[src/rtl/ex_stage_pkg.sv]
// ex_stage_pkg: widths, opcode encodings and the EX/MEM register layout shared with the mem stage
package ex_stage_pkg;
  localparam int D_SIZE = 32;
  localparam int ADDR_LINE_MEM = 8;
  localparam int ADDR_LINE_REG = 5;
  typedef enum logic [3:0] {
    OP_NOP  = 4'd0,
    OP_ADD  = 4'd1,
    OP_SUB  = 4'd2,
    OP_AND  = 4'd3,
    OP_OR   = 4'd4,
    OP_XOR  = 4'd5,
    OP_MUL  = 4'd6,
    OP_LDW  = 4'd7,
    OP_STW  = 4'd8,
    OP_ADDI = 4'd9
  } opcode_t;
  typedef enum logic {IDLE, MUL} state_t;
  typedef struct packed {
    logic mem_write;
    logic mem_read;
    logic mem_to_reg;
    logic [ADDR_LINE_MEM-1:0] addr_in;
    logic [ADDR_LINE_REG-1:0] addr_reg_in;
    logic [D_SIZE-1:0] write_data;
  } ex_mem_t;
endpackage

[src/rtl/ex_stage_if.sv]
// ex_stage_if: ID-side instruction bus and mem-side control/data bus of the execute stage; EX_FWD_EN adds rs_addr/rt_addr
interface ex_stage_if;
  import ex_stage_pkg::*;
  logic in_valid;
  logic [3:0] opcode;
  logic [D_SIZE-1:0] opa;
  logic [D_SIZE-1:0] opb;
  logic [D_SIZE-1:0] imm;
  logic [ADDR_LINE_REG-1:0] rd_addr;
`ifdef EX_FWD_EN
  logic [ADDR_LINE_REG-1:0] rs_addr;
  logic [ADDR_LINE_REG-1:0] rt_addr;
`endif
  logic stall;
  logic mem_write;
  logic mem_read;
  logic mem_to_reg;
  logic [ADDR_LINE_MEM-1:0] addr_in;
  logic [ADDR_LINE_REG-1:0] addr_reg_in;
  logic [D_SIZE-1:0] write_data;
  modport slave (
    input in_valid, opcode, opa, opb, imm, rd_addr,
`ifdef EX_FWD_EN
    input rs_addr, rt_addr,
`endif
    output stall, mem_write, mem_read, mem_to_reg, addr_in, addr_reg_in, write_data
  );
  modport master (
    output in_valid, opcode, opa, opb, imm, rd_addr,
`ifdef EX_FWD_EN
    output rs_addr, rt_addr,
`endif
    input stall, mem_write, mem_read, mem_to_reg, addr_in, addr_reg_in, write_data
  );
endinterface

[src/rtl/ex_stage_mul.sv]
// ex_mul: iterative shift-add multiplier, one step per cycle for D_SIZE cycles, low D_SIZE product bits
module ex_mul
  import ex_stage_pkg::*;
(
  input  logic              clk,
  input  logic              reset,
  input  logic              start,
  input  logic [D_SIZE-1:0] a,
  input  logic [D_SIZE-1:0] b,
  output logic              busy,
  output logic              done,
  output logic [D_SIZE-1:0] product
);
  localparam int CW = $clog2(D_SIZE);
  logic [D_SIZE-1:0] mcand, mplier, acc;
  logic [CW-1:0] cnt;
  // product is the accumulator after this cycle's step, valid when done is high
  assign product = mplier[0] ? acc + mcand : acc;
  assign done = busy && cnt == CW'(D_SIZE - 1);
  always_ff @(posedge clk or negedge reset)
    if (!reset) begin
      mcand <= '0;
      mplier <= '0;
      acc <= '0;
      cnt <= '0;
      busy <= 1'b0;
    end else if (start && !busy) begin
      mcand <= a;
      mplier <= b;
      acc <= '0;
      cnt <= '0;
      busy <= 1'b1;
    end else if (busy) begin
      acc <= product;
      mcand <= mcand << 1;
      mplier <= mplier >> 1;
      cnt <= cnt + 1'b1;
      busy <= !done;
    end
endmodule

[src/rtl/ex_stage.sv]
// ex_stage: execute stage with ALU decode, iterative MUL with upstream stall and EX/MEM register; EX_FWD_EN enables EX->EX forwarding
module ex_stage
  import ex_stage_pkg::*;
(
  input logic       clk,
  input logic       reset,
  ex_stage_if.slave bus
);
  state_t state, state_nxt;
  ex_mem_t ex_mem, nxt;
  logic [D_SIZE-1:0] opa_f, opb_f, ea, alu, product;
  logic [ADDR_LINE_REG-1:0] rd_q;
  logic start, mul_busy, mul_done;
`ifdef EX_FWD_EN
  logic fwd_ok;
  // loads carry no data yet in EX/MEM, so only ALU/MUL results are forwarded
  assign fwd_ok = ex_mem.mem_to_reg && !ex_mem.mem_read && ex_mem.addr_reg_in != '0;
  assign opa_f = fwd_ok && ex_mem.addr_reg_in == bus.rs_addr ? ex_mem.write_data : bus.opa;
  assign opb_f = fwd_ok && ex_mem.addr_reg_in == bus.rt_addr ? ex_mem.write_data : bus.opb;
`else
  assign opa_f = bus.opa;
  assign opb_f = bus.opb;
`endif
  assign ea = opa_f + bus.imm;
  assign start = state == IDLE && bus.in_valid && bus.opcode == OP_MUL && !mul_busy;
  assign alu = bus.opcode == OP_ADD ? opa_f + opb_f :
               bus.opcode == OP_SUB ? opa_f - opb_f :
               bus.opcode == OP_AND ? opa_f & opb_f :
               bus.opcode == OP_OR  ? opa_f | opb_f :
               bus.opcode == OP_XOR ? opa_f ^ opb_f :
               bus.opcode == OP_ADDI ? ea : '0;
  ex_mul u_mul (
    .clk(clk),
    .reset(reset),
    .start(start),
    .a(opa_f),
    .b(opb_f),
    .busy(mul_busy),
    .done(mul_done),
    .product(product)
  );
  always_comb begin
    nxt = '0;
    state_nxt = start ? MUL : state == MUL && mul_done ? IDLE : state;
    if (state == MUL && mul_done) begin
      nxt.mem_to_reg = 1'b1;
      nxt.addr_reg_in = rd_q;
      nxt.write_data = product;
    end else if (state == IDLE && bus.in_valid)
      case (bus.opcode)
        OP_ADD, OP_SUB, OP_AND, OP_OR, OP_XOR, OP_ADDI: begin
          nxt.mem_to_reg = 1'b1;
          nxt.addr_reg_in = bus.rd_addr;
          nxt.write_data = alu;
        end
        OP_LDW: begin
          nxt.mem_read = 1'b1;
          nxt.mem_to_reg = 1'b1;
          nxt.addr_in = ea[ADDR_LINE_MEM-1:0];
          nxt.addr_reg_in = bus.rd_addr;
        end
        OP_STW: begin
          nxt.mem_write = 1'b1;
          nxt.addr_in = ea[ADDR_LINE_MEM-1:0];
          nxt.write_data = opb_f;
        end
        default: ;
      endcase
  end
  always_ff @(posedge clk or negedge reset)
    if (!reset) begin
      state <= IDLE;
      ex_mem <= '0;
      rd_q <= '0;
    end else begin
      state <= state_nxt;
      ex_mem <= nxt;
      if (start) rd_q <= bus.rd_addr;
    end
  assign bus.stall = state == MUL;
  assign bus.mem_write = ex_mem.mem_write;
  assign bus.mem_read = ex_mem.mem_read;
  assign bus.mem_to_reg = ex_mem.mem_to_reg;
  assign bus.addr_in = ex_mem.addr_in;
  assign bus.addr_reg_in = ex_mem.addr_reg_in;
  assign bus.write_data = ex_mem.write_data;
endmodule

[src/flat_wrapper.sv]
// flat-port wrapper written by rule: the top's interface ports become plain ports
module ex_stage_flat import ex_stage_pkg::*;
  (clk, reset, bus_in_valid, bus_opcode, bus_opa, bus_opb, bus_imm, bus_rd_addr, bus_stall, bus_mem_write, bus_mem_read, bus_mem_to_reg, bus_addr_in, bus_addr_reg_in, bus_write_data);
  ex_stage_if bus_i ();
  input logic clk;
  input logic reset;
  input wire logic [$bits(bus_i.in_valid)-1:0] bus_in_valid;
  input wire logic [$bits(bus_i.opcode)-1:0] bus_opcode;
  input wire logic [$bits(bus_i.opa)-1:0] bus_opa;
  input wire logic [$bits(bus_i.opb)-1:0] bus_opb;
  input wire logic [$bits(bus_i.imm)-1:0] bus_imm;
  input wire logic [$bits(bus_i.rd_addr)-1:0] bus_rd_addr;
  output wire logic [$bits(bus_i.stall)-1:0] bus_stall;
  output wire logic [$bits(bus_i.mem_write)-1:0] bus_mem_write;
  output wire logic [$bits(bus_i.mem_read)-1:0] bus_mem_read;
  output wire logic [$bits(bus_i.mem_to_reg)-1:0] bus_mem_to_reg;
  output wire logic [$bits(bus_i.addr_in)-1:0] bus_addr_in;
  output wire logic [$bits(bus_i.addr_reg_in)-1:0] bus_addr_reg_in;
  output wire logic [$bits(bus_i.write_data)-1:0] bus_write_data;
  assign bus_i.in_valid = bus_in_valid;
  assign bus_i.opcode = bus_opcode;
  assign bus_i.opa = bus_opa;
  assign bus_i.opb = bus_opb;
  assign bus_i.imm = bus_imm;
  assign bus_i.rd_addr = bus_rd_addr;
  assign bus_stall = bus_i.stall;
  assign bus_mem_write = bus_i.mem_write;
  assign bus_mem_read = bus_i.mem_read;
  assign bus_mem_to_reg = bus_i.mem_to_reg;
  assign bus_addr_in = bus_i.addr_in;
  assign bus_addr_reg_in = bus_i.addr_reg_in;
  assign bus_write_data = bus_i.write_data;
  ex_stage u_core (.clk(clk), .reset(reset), .bus(bus_i));
endmodule
[config.mk]
export PLATFORM = sky130hd
export DESIGN_NAME = ex_stage_flat
export DESIGN_NICKNAME = d
export VERILOG_FILES = /design/src/rtl/ex_stage_pkg.sv /design/src/rtl/ex_stage_if.sv /design/src/rtl/ex_stage_mul.sv /design/src/rtl/ex_stage.sv /design/src/flat_wrapper.sv
export SDC_FILE = /design/constraint.sdc
export NUM_CORES = 1
export LEC_CHECK = 0
export CAP_MARGIN = 0
export CELL_PAD_IN_SITES_DETAIL_PLACEMENT = 1
export CELL_PAD_IN_SITES_GLOBAL_PLACEMENT = 2
export CORE_UTILIZATION = 32
export DETAILED_ROUTE_END_ITERATION = 8
export PLACE_DENSITY = 0.86
export SKIP_LAST_GASP = 1
export SYNTH_ARGS = -nofsm -noshare
export SYNTH_HDL_FRONTEND = slang
export SYNTH_HIERARCHICAL = 1
export SYNTH_SLANG_ARGS = --single-unit
[constraint.sdc]
create_clock -name clk -period 3.3 [get_ports clk]
set_input_delay 0.66 -clock clk [delete_from_list [all_inputs] [get_ports clk]]
set_output_delay 0.66 -clock clk [all_outputs]
set_load 0.005 [all_outputs]
Word-level counts from Yosys, hierarchy flattened
Index checks and enable logic that the tools add are counted.
Cells by class
  eq/ne operators: 10
  reductions and logical operators: 13
  div/mod/pow operators: 0
  add/subtract/negate cells: 5
  multipliers: 0
  shift-type cells: 0
  $lt $le $gt $ge: 0
  muxes and demuxes: 30
  bitwise gates (word level): 4
Operators with widths (count)
  $mux W32: 13
  $add A32 B32 Y32: 3
  $pmux W32 S2: 1
  $mux W48: 1
  $mux W37: 1
  $and A32 B32 Y32: 1
  $or A32 B32 Y32: 1
  $sub A32 B32 Y32: 1
  $xor A32 B32 Y32: 1
  $eq A4 B3 Y1 const B: 4
  $mux W8: 2
  $mux W5: 3
  $eq A4 B2 Y1 const B: 2
  $eq A4 B4 Y1 const B: 2
  $mux W1: 8
  $reduce_or A7 Y1: 1
  $logic_and A1 B1 Y1: 6
  $reduce_or A6 Y1: 1
  $add A5 B1 Y5 const B: 1
  $eq A5 B5 Y1 const B: 1
  $eq A4 B1 Y1 const B: 1
  $reduce_bool A2 Y1: 2
  $logic_not A1 Y1: 2
  $mux W2: 1
  other kinds (2): 2
Storage, ports and cells
  word-level logic and storage cells: 75
  input port bits: 108
  ROM bits: 0
  register bits: 156
  latch bits: 0
  output and inout port bits: 49
  memory bits (writable): 0
  memories: 0

Longest topological paths before layout
  word-level depth: 10
  gate-level depth with buffers: 14
  gate-level depth less buffers: 14

Cells and area by module
The synthesis kept the hierarchy.
By module, submodules not included
  ex_stage: area each 9004.9 um^2, cells each 1221, times used 1, sequential area each 1351.3 um^2
  ex_mul: area each 6338.6 um^2, cells each 650, times used 1, sequential area each 2552.4 um^2

Worst setup path before layout
No wires, ideal clock.
  path kind: input to register
  from: in bus_opa[0]
  to: reg u_core.ex_mem, in the netlist u_core/bus.write_data[28]
  path slack: -0.067 ns
  arrival time: 3.239 ns
  setup time: 0.128 ns
  stages: 14
  path buffers: 0
  required time: 3.172 ns
  cells stage by stage: inv_1 -> ha_1 -> fa_1 -> nor2_1 -> o221ai_1 -> a21oi_1 -> a211oi_2 -> o311a_4 -> o21ai_4 -> a311oi_2 -> o31a_1 -> xor2_1 -> o211ai_1 -> nand2_1
RTL lines
  start, declared: line flat_wrapper.sv:9  | input wire logic [$bits(bus_i.opa)-1:0] bus_opa;
  end signal, assigned: line ex_stage.sv:77  | ex_mem <= nxt;
  end, declared: line ex_stage.sv:10  | ex_mem_t ex_mem, nxt;

==> flow_metrics.py <==
metrics = {
    "status": {
        "status": "finished, violations left",
        "failed_checks": "setup timing",
    },
    "power": {
        "ir_drop_v": 0.000502,
        "total_power_divided_by_cell_area_mw_per_mm2": 479,
        "combPwrFrac": 0.560,
        "power.share.clock": 0.181,
        "p_int_w": 0.00653,
        "p_sw_frac": 0.419,
        "seq_power_share": 0.258,
        "power.leakage_nw": 10.7,
        "switching_power_w": 0.00471,
    },
    "floorplan": {
        "effective_utilization_at_floorplan": 0.327,
        "die_y_um": 221,
        "num_io_pins": 157,
        "chipWidth_um": 221,
        "placement_rows": 79,
        "design.die.area_mm2": 0.0488,
        "core_region_area_mm2": 0.0470,
    },
    "critical_path": {
        "r2r_cells": 12,
        "path_delay_family": "compound AO/OA/AOI/OAI gates",
        "critical_path_depth": 15,
        "timing.critical_path.slowest_cell_delay_ps": 390,
        "worst_path_max_delay_cell": "fa_2",
        "worst_ep_arrival_time_ps": 3800,
        "worst-path-buf-inv": 2,
        "timing.critical_path.cells": "clkdlybuf4s15_2 > inv_1 > ha_1 > fa_2 > nor2_4 > o221ai_4 > a21oi_2 > a211oi_2 > o311a_4 > o21ai_4 > a311oi_4 > o31a_1 > xor2_1 > o211ai_1 > nand2_1",
        "worst-endpoint-required_ps": 3660,
        "timing.critical_path.fanout_max": 3,
        "criticalPathCategory": "input port to register",
        "timing.critical_path.to_type": "register",
        "start_kind": "input port",
    },
    "clocking": {
        "numClockSinks": 156,
        "clock_insertion_delay_worst_skew_ps": 480,
        "cts_root_buffer_type": "clkbuf_16",
        "cts_buffer_depth": 2,
        "hold_buffers": 0,
        "cts.clk_slew.worst_paths_ps": 70,
        "h_tree_levels": 4,
        "tritoncts.num_buffers": 17,
        "tritoncts_clock_tree": "done",
    },
    "flow_run": {
        "max_cap_viol_count": 0,
    },
    "detailed_routing": {
        "post-route-drc-count": 0,
        "drt_pre_antenna_iters": 5,
        "route.vias.total": 17485,
        "post_drt_wl_per_cell_um": 24.4,
        "postRouteWirelength_mm": 76.2,
        "ant_nets": 0,
        "drt_iter0_markers": 1085,
        "via_to_cell_ratio": 5.60,
    },
    "layout": {
        "layout-drive-gt1-share": 0.349,
        "sequential_cell_area_mm2": 0.00391,
        "layoutNonFillerInstCount": 3125,
        "layout.cell_area.non_filler_mm2": 0.0234,
        "multi_input_comb_area_mm2": 0.0119,
        "antenna_diode_instance_count": 0,
        "fillCellCount": 5499,
        "finish.net_count": 2776,
        "areaGrowthSynthToFinish_pct": 52.7,
    },
    "global_route": {
        "grt_first_pass_wirelength_mm": 113,
        "grt_pass1_vias": 18677,
        "grt_antenna_before_repair": 0,
        "grt_start_max_net_pins": 90,
        "met2_usage": 0.550,
        "globalRouteTotalUtil": 0.305,
        "gr-max-usage-layer": "met2",
        "grt_use_met3": 0.0405,
        "met1_usage": 0.352,
        "grt_overflow": 0,
    },
    "synthesis": {
        "ys_seq_elements": 156,
        "synthDominantCellAreaShare": 0.254,
        "synth.lib_cells_used.distinct": 87,
        "async_reset_ff_frac": 1.00,
        "synth.net_count": 2142,
        "synth.area.top_cells": "dfrtp_1, ha_1, a21oi_1, o21ai_0, mux2i_1",
        "synth.largest_area_cell": "dfrtp_1",
        "portion_of_the_post_synthesis_area_used_by_sequential_elements": 0.254,
        "synthesis.instances": 1871,
        "ys.flop_type": "dfrtp_1",
        "synth-edff-count": 0,
        "yosys_warnings": 6,
        "mappedNetlistArea_mm2": 0.0153,
        "synth_area_per_cell_um2": 8.20,
    },
    "hold_path": {
        "worstHoldPathType": "input port to asynchronous set/reset pin",
    },
    "timing": {
        "finalWorstPathRequiredPeriod_ps": 3440,
        "hold_violations": 0,
        "slew-limit-headroom": 0.285,
        "final-max-slew-violation-count": 0,
        "worst_slack_ps": -143,
        "fmax_mhz": 290,
        "final_min_period_over_clock_period": 1.04,
        "setup_viol_count_final": 4,
        "worst-slew-pin-transition_ps": 1070,
        "unrepaired_setup_endpoints_after_global_routing": "yes",
        "fin_skew_ps": 14.2,
    },
    "place": {
        "dp.cells": 3047,
        "place.detailed.hpwl_mm": 59.8,
        "buffer_ports.inserted": 156,
        "gp_routability_congestion": 0.984,
        "cell_area_after_placement_mm2": 0.0213,
    },
}
[cells in the final DEF, fill, tap and decap left out, types with 38 or more instances in the layout]
master,instances
ha_1,116
a21oi_1,143
xnor2_1,38
o21ai_0,147
clkdlybuf4s50_1,110
nor2_1,111
inv_1,84
dfrtp_1,155
mux2i_1,75
buf_4,546
nand2_1,165
[per-stage QoR]
stage	setup WS [ps]	total power, W	TNS [ps]	hold WS, ps	util
2_1_floorplan	16.0	0.00586	0	364	-
3_3_place_gp	-1260	0.00827	-20860	467	0.453
3_5_place_dp	-1320	0.00853	-23450	473	0.453
4_1_cts	-124	0.0109	-394	267	0.489
5_1_grt	-232	0.0119	-849	294	0.499
6_report	-143	0.0112	-244	222	0.499
[cells in the mapped netlist, types with 9 or more instances]
| library cell | n |
|---|---|
| o21ai_0 | 166 |
| a31oi_1 | 12 |
| dfrtp_1 | 156 |
| a21oi_1 | 176 |
| mux2i_1 | 75 |
| nor2_1 | 121 |
| inv_1 | 107 |
| buf_1 | 14 |
| a22o_1 | 30 |
| xnor2_1 | 41 |
| o221ai_1 | 12 |
| and2_1 | 11 |
| a21o_1 | 33 |
| clkbuf_1 | 80 |
| nor4_1 | 10 |
| xor2_1 | 34 |
| o211ai_1 | 19 |
| and3_1 | 14 |
| a221o_1 | 20 |
| o22ai_1 | 10 |
| nor2b_1 | 25 |
| a221oi_1 | 16 |
| or3_1 | 9 |
| o21ai_1 | 13 |
| a211oi_1 | 20 |
| nand2b_1 | 25 |
| ha_1 | 159 |
| o21bai_1 | 14 |
| nand2_1 | 167 |
| o21a_1 | 20 |
| a22oi_1 | 18 |
| nor3_1 | 32 |
| nand3_1 | 37 |
| mux2_2 | 34 |
[cell type report]
class	instances	area share
clock buffer	19	0.0189
clock inverter	13	0.00550
inverter	111	0.0178
multi-input combinational	1499	0.506
sequential	156	0.167
tap	607	0.0324
timing repair buffer	720	0.252
[worst paths after layout]
check / startpoint / to / slack, ps
setup / recovery: bus_opa[0] / u_core/bus.write_data[28] / -140
hold / removal: reset / u_core/rd_q[4] / 220
setup reg to reg: u_core/u_mul/acc[0] / u_core/bus.write_data[28] / -80
hold reg to reg: u_core/u_mul/mplier[6] / u_core/u_mul/mplier[5] / 490
max in group asynchronous: reset / u_core/u_mul/mcand[17] / 2220
min in group clk: u_core/u_mul/mplier[6] / u_core/u_mul/mplier[5] / 490
[layer usage]
metal / up-vias / part of all wire
met5: - / 0
met4: 0 / 0.057
li1: 8114 / -
met1: 8739 / 0.40
met2: 482 / 0.50
met3: 150 / 0.037
[cells by family after synthesis]
kind of cell    synth area share
simple gates               0.151
xor+xnor                  0.0428
compound gates             0.285
mux                       0.0763
flops                      0.254
buf+inv                   0.0558
fa+ha+maj                  0.135
[repair_timing]
item / in CTS / in global routing
setup buffers: 29 / 20
resized for setup: 235 / 94
endpoints found under the setup margin: 26 / 26
pin swaps: 90 / 56
[power groups by stage]
stage                     clock network (W)  logic (W)  registers [W]
after floorplan                           0    0.00314        0.00271
after global placement                    0    0.00542        0.00286
after detailed placement                  0    0.00564        0.00289
after CTS                           0.00208    0.00599        0.00288
after global routing                0.00213    0.00679        0.00297
final                               0.00204    0.00629        0.00290
No activity file was read; power rests on OpenSTA's default activity.
